### src/rtl/fp_add_normalize.sv
// Post-add normalize and round stage of the single-precision FP adder.
// Normalizes one bit per cycle, rounds to nearest-even, and packs the IEEE-754 word with flags.
module fp_add_normalize #(
  parameter int EXP_W = 8,
  parameter int MAN_W = 23
) (
  input  logic                   clk,
  input  logic                   rst_n,
  input  logic                   start,
  input  logic [MAN_W+1:0]       mag,
  input  logic                   sign,
  input  logic [EXP_W-1:0]       exp_in,
  input  logic                   sticky_in,
  output logic                   busy,
  output logic                   valid,
  output logic [EXP_W+MAN_W:0]   result,
  output logic                   ovf,
  output logic                   uf,
  output logic                   zero
);

  localparam int MW   = MAN_W + 2;
  localparam int EW   = EXP_W + 2;
  localparam int RW   = 1 + EXP_W + MAN_W;
  localparam int EMAX = (1 << EXP_W) - 1;

  typedef enum logic [1:0] {
    IDLE  = 2'd0,
    NORM  = 2'd1,
    ROUND = 2'd2,
    OUT   = 2'd3
  } state_t;

  state_t                 state_q;
  logic                   busy_q;
  logic                   valid_q;
  logic [RW-1:0]          result_q;
  logic                   ovf_q;
  logic                   uf_q;
  logic                   zero_q;
  logic [MW-1:0]          m_q;
  logic signed [EW-1:0]   e_q;
  logic                   r_q;
  logic                   st_q;
  logic                   s_q;

  logic [MW-1:0]          m_sum_d;
  logic [MW-1:0]          m_rnd_d;
  logic signed [EW-1:0]   e_rnd_d;
  logic                   ovf_rnd_d;

  // Round-to-nearest-even increment: round bit set and either sticky or an odd LSB.
  function automatic logic [MW-1:0] rne_add(input logic [MW-1:0] m,
                                            input logic          r,
                                            input logic          st);
    logic inc;
    inc = r & (st | m[0]);
    return m + {{(MW-1){1'b0}}, inc};
  endfunction

  // Saturates to signed infinity when the exponent has left the finite range.
  function automatic logic [RW-1:0] pack_sat(input logic               s,
                                             input logic               sat,
                                             input logic [EXP_W-1:0]   e,
                                             input logic [MAN_W-1:0]   frac);
    if (sat) begin
      return {s, {EXP_W{1'b1}}, {MAN_W{1'b0}}};
    end
    return {s, e, frac};
  endfunction

  always_comb begin
    m_sum_d = rne_add(m_q, r_q, st_q);
    m_rnd_d = m_sum_d;
    e_rnd_d = e_q;
    if (m_sum_d[MW-1]) begin
      m_rnd_d = m_sum_d >> 1;
      e_rnd_d = e_q + EW'(1);
    end
    ovf_rnd_d = (e_rnd_d >= EW'(EMAX));
  end

  always_ff @(posedge clk or negedge rst_n) begin
    if (!rst_n) begin
      state_q  <= IDLE;
      busy_q   <= 1'b0;
      valid_q  <= 1'b0;
      result_q <= '0;
      ovf_q    <= 1'b0;
      uf_q     <= 1'b0;
      zero_q   <= 1'b0;
      m_q      <= '0;
      e_q      <= '0;
      r_q      <= 1'b0;
      st_q     <= 1'b0;
      s_q      <= 1'b0;
    end else begin
      valid_q <= 1'b0;
      case (state_q)
        // Capture operands; flags and result from the previous operation are cleared here.
        IDLE: begin
          if (start) begin
            m_q      <= mag;
            e_q      <= signed'({{2{1'b0}}, exp_in});
            r_q      <= 1'b0;
            st_q     <= sticky_in;
            s_q      <= sign;
            result_q <= '0;
            ovf_q    <= 1'b0;
            uf_q     <= 1'b0;
            zero_q   <= 1'b0;
            busy_q   <= 1'b1;
            state_q  <= NORM;
          end
        end
        // One normalization step per cycle; e never drops below 1, so uf fires at e==1.
        NORM: begin
          if (m_q == '0) begin
            zero_q   <= 1'b1;
            result_q <= {s_q, {(RW-1){1'b0}}};
            state_q  <= OUT;
          end else if (m_q[MW-1]) begin
            m_q     <= m_q >> 1;
            r_q     <= m_q[0];
            st_q    <= st_q | r_q;
            e_q     <= e_q + EW'(1);
            state_q <= ROUND;
          end else if (m_q[MW-2]) begin
            state_q <= ROUND;
          end else if (e_q == EW'(1)) begin
            uf_q     <= 1'b1;
            result_q <= {s_q, {(RW-1){1'b0}}};
            state_q  <= OUT;
          end else begin
            m_q <= {m_q[MW-2:0], r_q};
            r_q <= 1'b0;
            e_q <= e_q - EW'(1);
          end
        end
        // Round and pack.
        ROUND: begin
          m_q      <= m_rnd_d;
          e_q      <= e_rnd_d;
          ovf_q    <= ovf_rnd_d;
          result_q <= pack_sat(s_q, ovf_rnd_d, e_rnd_d[EXP_W-1:0], m_rnd_d[MAN_W-1:0]);
          state_q  <= OUT;
        end
        // Emit the one-cycle valid pulse as the machine returns to IDLE.
        OUT: begin
          valid_q <= 1'b1;
          busy_q  <= 1'b0;
          state_q <= IDLE;
        end
        default: begin
          busy_q  <= 1'b0;
          state_q <= IDLE;
        end
      endcase
    end
  end

  assign busy   = busy_q;
  assign valid  = valid_q;
  assign result = result_q;
  assign ovf    = ovf_q;
  assign uf     = uf_q;
  assign zero   = zero_q;

endmodule

### config.mk
export PLATFORM = sky130hd
export DESIGN_NAME = fp_add_normalize
export DESIGN_NICKNAME = d
export VERILOG_FILES = /design/src/rtl/fp_add_normalize.sv
export SDC_FILE = /design/constraint.sdc
export NUM_CORES = 1
export LEC_CHECK = 0
export ABC_AREA = 1
export CELL_PAD_IN_SITES_DETAIL_PLACEMENT = 1
export CELL_PAD_IN_SITES_GLOBAL_PLACEMENT = 1
export CORE_ASPECT_RATIO = 0.5
export CORE_MARGIN = 2
export CORE_UTILIZATION = 42
export DETAILED_ROUTE_END_ITERATION = 6
export DONT_BUFFER_PORTS = 1
export PLACE_DENSITY_LB_ADDON = 0.1
export SLEW_MARGIN = 30
export SYNTH_ARGS = -nofsm -noshare
export SYNTH_HDL_FRONTEND = slang
export SYNTH_SLANG_ARGS = --single-unit
### constraint.sdc
create_clock -name clk -period 2.5 [get_ports clk]
set_clock_uncertainty 0.15 [all_clocks]
set_input_delay 0.25 -clock clk [delete_from_list [all_inputs] [get_ports clk]]
set_output_delay 0.25 -clock clk [all_outputs]
set_load 0.05 [all_outputs]
* Word level (Yosys, flattened, before mapping)
Index checks and enable logic that the tools add are counted.
** Operators by class
- $add $sub $neg :: 3
- Magnitude comparators :: 1
- Eq/ne operators :: 17
- Multiplexer cells :: 51
- Bitwise gates (word level) :: 3
- Reduce and logical (&&, ||, !) cells :: 17
** Operator list (count)
- $mux 32 :: 7
- $mux 24 :: 4
- $pmux 32 s3 :: 1
- $pmux 25 s3 :: 1
- $mux 10 :: 6
- $mux 25 :: 2
- $pmux 10 s3 :: 1
- $add 25x1->25 :: 1
- $logic_not 25->1 :: 1
- $mux 1 :: 17
- $ne 3x3->1 const B :: 5
- $reduce_and 5->1 :: 3
- $ne 2x2->1 const B :: 7
- $pmux 1 s2 :: 6
- $add 10x2->10 const B :: 1
- $eq 10x2->1 const B :: 1
- $ge 10x9->1 const B :: 1
- $mux 2 :: 5
- $sub 10x2->10 const B :: 1
- $pmux 2 s4 :: 1
- $reduce_and 2->1 :: 4
- $reduce_and 3->1 :: 2
- $reduce_and 6->1 :: 1
- $reduce_bool 2->1 :: 3
- other kinds (8) :: 10
** Word-level totals
- Register bits :: 77
- Bits of input ports :: 38

* Logic depth before layout (Yosys ltp)
Gate-level depths: netlist of run 1.
- Depth after elaboration :: 9
- Mapped depth :: 19
- Mapped depth without buffers :: 18

* Worst setup path after synthesis of run 1
OpenSTA, ideal clock, no wires.
- Path kind :: register to register
- Start point :: reg m_q[0]
- End point :: reg result_q[10], in the netlist result[10]
- Arrival :: 2110 ps
- Data required time :: 2230 ps
- Setup slack :: 121 ps
- Cell stages (with the launch flop) :: 19
- Path buffers :: 2
- Period minus slack after synthesis :: 2379 ps
- Cells stage by stage :: dfrtp_1 > nand2_1 > inv_1 > ha_1 > nand3_1 > nor2_4 > nand3_4 > nand2_4 > buf_6 > nand2_2 > nand2_2 > nand2_1 > nor2_1 > nand2_1 > nand2_2 > nand2_2 > nand2_4 > buf_12 > o21ai_2
** On the way
- Word-level cells in the longest chain between the ends :: 9
- Elaborated cells between the ends (all ways) :: 16
- Classes of those cells :: 1 x add/sub; 1 x order compare; 3 x eq/ne; 7 x mux; 2 x bitwise; 2 x reduce/logical
** Ends and longest elaborated chain
- start: declaration :: line 41 : logic [MW-1:0] m_q;
- start signal: assignment :: line 103 : m_q <= mag;
- start signal: assignment :: line 123 : m_q <= m_q >> 1;
- start signal: assignment :: line 135 : m_q <= {m_q[MW-2:0], r_q};
- $or 1x1->1 :: line 57 : inc = r & (st | m[0]);
- $and 1x1->1 :: line 57
- $add 25x1->25 :: line 58 : return m + {{(MW-1){1'b0}}, inc};
- $mux 10 :: line 76 : if (m_sum_d[MW-1]) begin
- $ge 10x9->1 :: line 80 : ovf_rnd_d = (e_rnd_d >= EW'(EMAX));
- $mux 1 :: line 66 : if (sat) begin
- $mux 1 :: line 99 : case (state_q)
- $mux 32 :: line 69 : return {s, e, frac};
- $pmux 32 s3 :: line 99
- end signal: assignment :: line 120 : result_q <= {s_q, {(RW-1){1'b0}}};
- end signal: assignment :: line 132 : result_q <= {s_q, {(RW-1){1'b0}}};
- end signal: assignment :: line 145 : result_q <= pack_sat(s_q, ovf_rnd_d, e_rnd_d[EXP_W-1:0], m_rnd_d[MAN_W-1:0]);
- end: declaration :: line 37 : logic [RW-1:0] result_q;
Several ways; a longest one is shown, not always the timed one. The select of a mux whose other input is x is not followed.
A chain may end at the register's enable or synchronous reset.

* Worst setup path after layout of run 1
- Start point :: reg m_q[11]
- End point :: reg result_q[3], in the netlist result[3]
** On the way
- Word-level cells in the longest chain between the ends :: 7
- Elaborated cells between the ends (all ways) :: 14
- Classes of those cells :: 1 x add/sub; 1 x order compare; 3 x eq/ne; 7 x mux; 2 x reduce/logical
** Ends and longest elaborated chain (line)
- $add 25x1->25 :: 58
- $mux 10 :: 76
- $ge 10x9->1 :: 80
- $mux 1 :: 66
- $mux 1 :: 99
- $mux 32 :: 69
- $pmux 32 s3 :: 99
Several ways; a longest one is shown, not always the timed one. The select of a mux whose other input is x is not followed.

==> flow_summary.json, run 1 <==
{
  "outcome": "finished, violations left",
  "violations": "hold timing, setup timing",
  "syn_nets": 816,
  "yosys.cell_types.count": 41,
  "syn_area_per_cell_um2": 7.156,
  "setup_viol": 22,
  "hold_violations": 1,
  "register_area_um2": 1936,
  "area_growth_pct": 30.11,
  "relSlewSlack_pct": 62.79,
  "start_util_pct": 43.27,
  "grt_pass1_wl_um": 33550,
  "finalWeightedCongestion": 0.8945,
  "final_cell_mix": "nand2_1, buf_4, dfrtp_1",
  "yosys.area.top_type": "dfrtp_1",
  "cts_buffers": 9,
  "period_needed_ns": 2.549,
  "endpoint": "result[3]",
  "drc": 0,
  "critical_path.top_delay_family": "simple AND/OR/NAND/NOR gates",
  "drtAntennaViolNets": 0,
  "critPathArrivalTime_ns": 2.67,
  "cts_root_buf": "clkbuf_16",
  "wl_per_cell_um": 20.77,
  "fin_hold_ws_ns": -0.0002703,
  "fin_crit_sh_pct": 102.0,
  "crit_top_cell": "nand2_2",
  "cp-start-kind": "flop",
  "wl_um": 21500,
  "syn-cell-area_um2": 5510,
  "tns_ns": -0.7376,
  "path_depth": 16,
  "setup_slack_ns": -0.04908,
  "p_leak_nw": 3.255,
  "cp_max_fo": 8,
  "netlist.area_leader.share_pct": 34.97,
  "startpoint": "m_q[11]",
  "multi_input_area_um2": 3308,
  "endpoint_kind": "flop",
  "synth-seq-cells": 77,
  "maxSlewViolCount": 0,
  "hpwl_um": 14340,
  "grt_overflow_total": 0,
  "track_usage_pct": 30.18,
  "clk_latency_ns": 0.35,
  "ir_drop_mv": 0.6040,
  "drtIter0Drc": 396,
  "r2r_setup_slack_ns": -0.05,
  "layout.nets": 907,
  "postPlaceCellArea_um2": 6086,
  "dr_total_vias": 5856,
  "stdcell_area_um2": 7169,
  "pre_cts_slack_ns": -0.09767,
  "timing.rr.end": "result[3]",
  "die_w_um": 166.0,
  "r2r-start": "m_q[11]",
  "path_clk_slew_ns": 0.06,
  "firstDrtPassIters": 5,
  "final_common_cell": "nand2_1",
  "wl_met1_um": 10020,
  "wl_met3_um": 1149,
  "wl_met2_um": 9822,
  "hold_class": "primary input to flop",
  "synth_cells": 770,
  "clock.fmax_ghz": 0.3923,
  "dr.max_layer_used": "met4",
  "dieArea_um2": 14110,
  "yosys_warnings": 0,
  "clock-sinks": 77,
  "grt_max_degree": 78,
  "slowest_stage": "dfrtp_1",
  "die_height_um": 85.00,
  "drt-vias-per-instance": 5.658,
  "ff2ff_path_depth": 16,
  "cts.path.max_buffers": 2,
  "synth-edff-count": 0,
  "grt_pass1_vias": 6198,
  "critPathBufInv": 2,
  "diodes": 0,
  "hp-start": "start",
  "synth_area_leaders": "dfrtp_1, nand2_1, o21ai_0",
  "io_buffers": 0,
  "cp.required_ns": 2.62,
  "pin_count": 75,
  "cp_cell_sequence": "nand2_2, nor2_4, nand2_2, nor2_4, nand3_4, buf_6, nand3b_1, nand2_2, nand2_1, nor2_1, nand2_1, nand2_2, nand2_4, nand2_8, buf_12, o21ai_4",
  "rows": 29,
  "total_power_mw": 12.26,
  "p_per_area_nw_per_um2": 1709,
  "whs_path_depth": 3,
  "antenna_found_initial": 0,
  "layout-drive-gt1-share_pct": 23.58,
  "cts_tree": "built",
  "cap_viol_max_count": 0,
  "rsz0062_at_grt": "yes",
  "yosysSeqAreaShare_pct": 34.97,
  "h-tree-depth": 3,
  "core_um2": 12740,
  "fillCellCount": 1612,
  "async_flop_share_pct": 100.0,
  "synthFlopType": "dfrtp_1",
  "worst-setup-path-type": "flop to flop",
  "critPathMaxStageDelay_ns": 0.43,
  "worst_pin_slew_ns": 0.5576
}
[power by group]
part	switching [mW]	leakage, nW	total, mW	internal, mW
Sequential	1.52	0.991	3.38	1.86
Clock	0.568	0.152	1.46	0.896
Combinational	4.65	2.11	7.41	2.76
[cell usage after synthesis, drive strengths merged (3+ instances only)]
master / count
nand4: 10
a32oi: 8
o32ai: 3
buf: 27
ha: 8
clkbuf: 16
nor2: 53
o2111ai: 5
o211ai: 10
a211oi: 13
o21ai: 83
inv: 72
nand3b: 4
a21oi: 39
xor2: 30
o22ai: 6
nand2: 227
nand3: 45
nor3: 23
dfrtp: 77
[per-layer routing]
layer,global-route usage [%],vias up
li1,-,2746
met1,41.25,2883
met2,47.91,181
met3,5.970,46
met4,11.23,0
met5,0,-
[timing repair]
item                       4_1_cts  5_1_grt
setup endpoints to repair       43       64
hold endpoints to repair       104        0
hold buffers                    29        0
resized for setup               12       61
cloned                           1        4
pin swaps                        3       25
setup buffers                    3       11
[worst min-delay path, delay by kind of cell]
kind	cells	cell delay, ns
simple gates	3	0.20
[flip-flops by register name, summed over array words and instances, names as in the netlist, 2 cells and up]
| signal | cells |
|---|---|
| result | 32 |
| state_q | 2 |
| e_q | 10 |
| m_q | 25 |
[worst min path at each step]
stage | slack [ns] | to
after detailed placement | -0.19 | e_q[5]
after floorplan | -0.20 | busy
after global placement | -0.19 | e_q[5]
after global routing | 0.01 | s_q
after CTS | 0.003 | s_q
final | -0.0003 | s_q
[per-stage QoR]
stage                     util (%)  instances
after global routing         56.29       1035
after global placement       47.78        972
after CTS                    53.39       1020
after floorplan                  -        770
final                        56.29       1035
after detailed placement     47.78        972
[cell families after synthesis]
group	Yosys count	share of synthesized area (%)
and+or+nand+nor	366	29.54
adders and majority gates	8	1.817
DFF	77	34.97
buffers and inverters	117	9.355
xor gates and xnor gates	32	5.086
AOI/OAI and AO/OA	170	19.23
[area by class of cell]
cell class / count / area share (%)
Inverter: 74 / 3.997
Timing Repair Buffer: 121 / 15.50
Clock buffer: 11 / 3.386
Clock inverter: 4 / 1.012
Tap cell: 170 / 2.967
Multi-Input combinational cell: 578 / 46.14
Sequential cell: 77 / 27.00
No activity file was read; power rests on OpenSTA's default activity.
==> run 2, diff against run 1 <==
Settings changed: CTS_CLUSTER_SIZE set to 40, SKIP_CTS_REPAIR_TIMING set to 1.
==> run 2 against run 1 <==
Net effect: the flow still finishes with violations (hold timing, setup timing); sequential power hardly changed; die area is the same; clock-buffer cell count is the same; worst setup slack improved by 0.0077 ns; sequential share of layout area up 0.16 points; cell count shrank 0.29%; flip-flop and latch count unchanged; global-route usage shrank 1.3 points; critical path depth is 1 higher; non-clock buffer count is 3 lower; combinational power is 1% lower.
==> flow_summary.json, run 2 (synthesis results as in run 1) <==
{
  "placed_cells": 972,
  "violations": "hold timing, setup timing",
  "r2r-start": "m_q[11]",
  "setup_slack_ns": -0.04134,
  "drc": 0,
  "grt_pass1_vias": 5988,
  "io_buffers": 0,
  "total_power_mw": 12.15,
  "layout.nets": 904,
  "p_leak_nw": 3.226,
  "cts_root_buf": "clkbuf_16",
  "clockPowerShare_pct": 12.1,
  "drtIter0Drc": 445,
  "clock.fmax_ghz": 0.3935,
  "final_common_cell": "nand2_1",
  "layout-drive-gt1-share_pct": 24.01,
  "grt_max_degree": 78,
  "hpwl_um": 14340,
  "dr_total_vias": 5836,
  "cts_buffers": 9,
  "combPwrFrac_pct": 60.3,
  "ir_drop_mv": 0.5904,
  "period_needed_ns": 2.541,
  "grt_overflow_total": 0,
  "relSlewSlack_pct": 64.90,
  "timing.rr.end": "result[3]",
  "postLayoutCoreUtil_pct": 55.92,
  "whs_path_depth": 2,
  "switchingPower_mw": 6.667,
  "critPathArrivalTime_ns": 2.66,
  "rows": 29,
  "fin_hold_ws_ns": -0.04477,
  "area_growth_pct": 29.25,
  "clock-sinks": 77,
  "die_height_um": 85.00,
  "endpoint_kind": "flop",
  "wl_per_cell_um": 20.45,
  "ff2ff_path_depth": 17,
  "cts_tree": "built",
  "postPlaceCellArea_um2": 6086,
  "h-tree-depth": 3,
  "fin_cells": 1032,
  "worst-setup-path-type": "flop to flop",
  "drtAntennaViolNets": 0,
  "stdcell_area_um2": 7122,
  "maxSlewViolCount": 0,
  "start_util_pct": 43.27,
  "p_int_mw": 5.488,
  "fin_crit_sh_pct": 101.7,
  "largest_reg_flops": 32,
  "dieArea_um2": 14110,
  "path_clk_slew_ns": 0.07,
  "antenna_found_initial": 0,
  "diodes": 0,
  "cts.path.max_buffers": 2,
  "firstDrtPassIters": 5,
  "rsz0062_at_grt": "yes",
  "grt_pass1_wl_um": 32220,
  "setup_viol": 2,
  "min_to": "e_q[2]",
  "drt-vias-per-instance": 5.655,
  "cp-start-kind": "flop",
  "outcome": "finished, violations left",
  "cp.required_ns": 2.61,
  "hold_violations": 2,
  "pin_count": 75,
  "cp_max_fo": 6,
  "fillCellCount": 1613,
  "cap_viol_max_count": 0,
  "clk_latency_ns": 0.35,
  "p_per_area_nw_per_um2": 1707,
  "r2r_setup_slack_ns": -0.04,
  "hold_class": "primary input to flop",
  "die_w_um": 166.0,
  "core_um2": 12740,
  "track_usage_pct": 28.86,
  "hp-start": "exp_in[2]",
  "worst_pin_slew_ns": 0.5264,
  "switching_share_pct": 54.85,
  "wl_um": 21100,
  "finalWeightedCongestion": 0.8945,
  "seq_power_share_pct": 27.6,
  "final_cell_mix": "nand2_1, buf_4, dfrtp_1"
}
==> run 2: critical path, cell delays in order, from the launching register on <==
cell and delay (ns):
dfrtp_1 0.43, nand2_2 0.14, nor2_4 0.15, nand2_2 0.08, nor2_4 0.16, nand2_2 0.11
nand2_4 0.17, nand2_4 0.11, nand2_2 0.08, nand2_2 0.05, nand2_1 0.06, nor2_1 0.04
nand2_1 0.09, nand2_2 0.10, nand2_4 0.11, nand2_8 0.09, clkbuf_16 0.18, o21ai_4 0.14
==> run 2: routing by layer <==
layer	global-route usage, %	vias to the layer above	wire [um]
met5	0	-	0
met4	10.91	0	360
met3	5.644	33	1104
met2	44.96	174	9798
met1	40.08	2885	9841
li1	-	2744	-
==> run 2: worst max path at each step <==
stage	start	end	slack, ns	cells past startpoint
after floorplan	m_q[0]	result[10]	0.12	18
after global placement	m_q[0]	m_q[13]	-0.03	14
after detailed placement	m_q[0]	m_q[13]	-0.1	14
after CTS	state_q[1]	m_q[14]	-0.14	9
after global routing	m_q[11]	result[3]	-0.14	17
final	m_q[11]	result[3]	-0.04	17
==> run 2: layout make-up <==
type | instances | area, um2 | share of cell area [%]
clock buffers | 11 | 242.7 | 3.408
clock inverters | 4 | 72.57 | 1.019
inverters | 74 | 286.5 | 4.023
multi-input cells | 578 | 3306 | 46.42
flip-flops and latches | 77 | 1934 | 27.16
well taps | 170 | 212.7 | 2.987
repair buffers | 118 | 1067 | 14.99
==> run 2: per-stage QoR <==
step | setup slack, ns | setup TNS (ns)
4_1_cts | -0.1363 | -2.120
2_1_floorplan | 0.1206 | 0
3_5_place_dp | -0.09767 | -0.4106
3_3_place_gp | -0.03449 | -0.03449
6_report | -0.04134 | -0.04589
5_1_grt | -0.1447 | -3.461
==> run 2: power groups by stage <==
stage	Combinational (mW)	Sequential (mW)	Clock, mW
floorplan	4.28	3.17	0
global placement	6.20	3.31	0
detailed placement	6.38	3.33	0
CTS	6.45	3.33	1.48
global route	8.05	3.42	1.54
finish	7.33	3.36	1.46
==> run 3, diff against run 2 <==
Clock period 2.5 ns to 3.1 ns, I/O delays scaled along.
==> run 3 against run 2 <==
Net effect: the run ends with hold timing left; die area stayed put; sequential share of layout area is 4.2 points higher; register-to-register slack better by 0.31 ns; cell count is 8.7% lower; non-clock buffer count is 89 lower; flip-flop and latch count stayed put; fmax is 10% lower; critical path type unchanged; largest cell class unchanged.
==> flow_summary.json, run 3 (synthesis results as in run 1) <==
{
  "largest_reg_flops": 32,
  "cts_root_buf": "clkbuf_16",
  "track_usage_pct": 27.18,
  "postPlaceCellArea_um2": 5618,
  "critPathArrivalTime_ns": 2.94,
  "drtAntennaViolNets": 0,
  "setup_viol": 0,
  "grt_overflow_total": 0,
  "p_per_area_nw_per_um2": 1401,
  "hold_violations": 8,
  "clk_latency_ns": 0.34,
  "die_height_um": 85.00,
  "layout-drive-gt1-share_pct": 10.62,
  "maxSlewViolCount": 0,
  "cp_cell_sequence": "inv_1, ha_1, inv_1, nor2_2, inv_1, nor3_1, a211oi_1, a21oi_1, o21ai_0, o21ai_0",
  "cts_buffers": 9,
  "core_um2": 12740,
  "ir_drop_mv": 0.7131,
  "cts_tree": "built",
  "path_clk_slew_ns": 0.06,
  "cts.path.max_buffers": 2,
  "slowest_stage": "nor2_2",
  "wl_um": 18680,
  "met2_usage_pct": 44.25,
  "dr_total_vias": 5321,
  "hpwl_um": 13140,
  "h-tree-depth": 3,
  "grtUsageMet1_pct": 38.51,
  "met3_usage_pct": 5.317,
  "rows": 29,
  "worst_pin_slew_ns": 0.9752,
  "grt_max_degree": 78,
  "start_util_pct": 43.27,
  "layout.nets": 813,
  "cap_viol_max_count": 0,
  "placed_cells": 913,
  "setup_slack_ns": 0.2658,
  "diodes": 0,
  "rsz0062_at_grt": "no",
  "cp-start-kind": "flop",
  "fin_hold_ws_ns": -0.03802,
  "clock-sinks": 77,
  "drc": 0,
  "area_growth_pct": 11.33,
  "dieArea_um2": 14110,
  "cp.required_ns": 3.21,
  "cp_max_fo": 16,
  "pin_count": 75,
  "final_common_cell": "nand2_1",
  "wl_per_cell_um": 19.83,
  "clock.fmax_ghz": 0.3528,
  "worst-setup-path-type": "flop to flop",
  "drtIter0Drc": 276,
  "critPathMaxStageDelay_ns": 0.53,
  "fin_cells": 942,
  "drt-vias-per-instance": 5.649,
  "violations": "hold timing",
  "period_needed_ns": 2.834,
  "firstDrtPassIters": 4,
  "io_buffers": 0,
  "grt_pass1_wl_um": 30430,
  "total_power_mw": 8.597,
  "relSlewSlack_pct": 34.91,
  "pre_cts_slack_ns": 0.1902,
  "finalWeightedCongestion": 0.8650,
  "die_w_um": 166.0,
  "grt_pass1_vias": 5532,
  "busiest_layer": "met2",
  "stdcell_area_um2": 6135,
  "endpoint_kind": "flop",
  "hold_class": "primary input to flop",
  "ff2ff_path_depth": 10,
  "crit_top_cell": "inv_1",
  "antenna_found_initial": 0,
  "p_leak_nw": 2.773,
  "final_cell_mix": "nand2_1, dfrtp_1, inv_1",
  "outcome": "finished, violations left",
  "fin_crit_sh_pct": 91.42,
  "tns_ns": 0,
  "whs_path_depth": 2
}
==> run 3: through the flow <==
step	utilization (%)	hold WS (ns)
2_1_floorplan	-	-0.1356
3_3_place_gp	44.11	-0.1336
3_5_place_dp	44.11	-0.1335
4_1_cts	46.94	-0.5037
5_1_grt	48.17	0.001163
6_report	48.17	-0.03802
==> run 3: layer usage <==
metal / wire [um] / vias up
li1: - / 2557
met1: 9240 / 2623
met2: 8456 / 127
met3: 855 / 14
met4: 129 / 0
met5: 0 / -
==> run 3: path summary, 6_finish.rpt <==
kind | to | from | slack, ns
max | m_q[4] | state_q[1] | 0.27
min | m_q[15] | mag[15] | -0.04
max reg2reg | m_q[4] | state_q[1] | 0.27
min reg2reg | s_q | s_q | 0.35
max in group asynchronous | m_q[11] | rst_n | 2.10
min in group asynchronous | e_q[6] | rst_n | 0.37
==> run 3: worst max-delay path: cells and delay by family, from the launching register on <==
kind / cells / cell delay [ns]
fa+ha+maj: 1 / 0.16
simple gates: 2 / 0.83
buf+inv: 3 / 0.70
compound gates: 4 / 0.48
flops: 1 / 0.43
==> run 3: report_power, final <==
part	switching, mW	internal [mW]	total [mW]
Sequential	1.32	1.49	2.81
Clock	0.433	0.854	1.29
Combinational	3.09	1.42	4.50
==> run 3: layout make-up <==
class	instances	area, um2
well taps	170	212.7
repair buffers	29	280.3
clock inverters	3	90.09
fillers	1623	6601
clock buffers	13	270.3
multi-input cells	576	3077
flip-flops and latches	77	1927
inverters	74	277.8
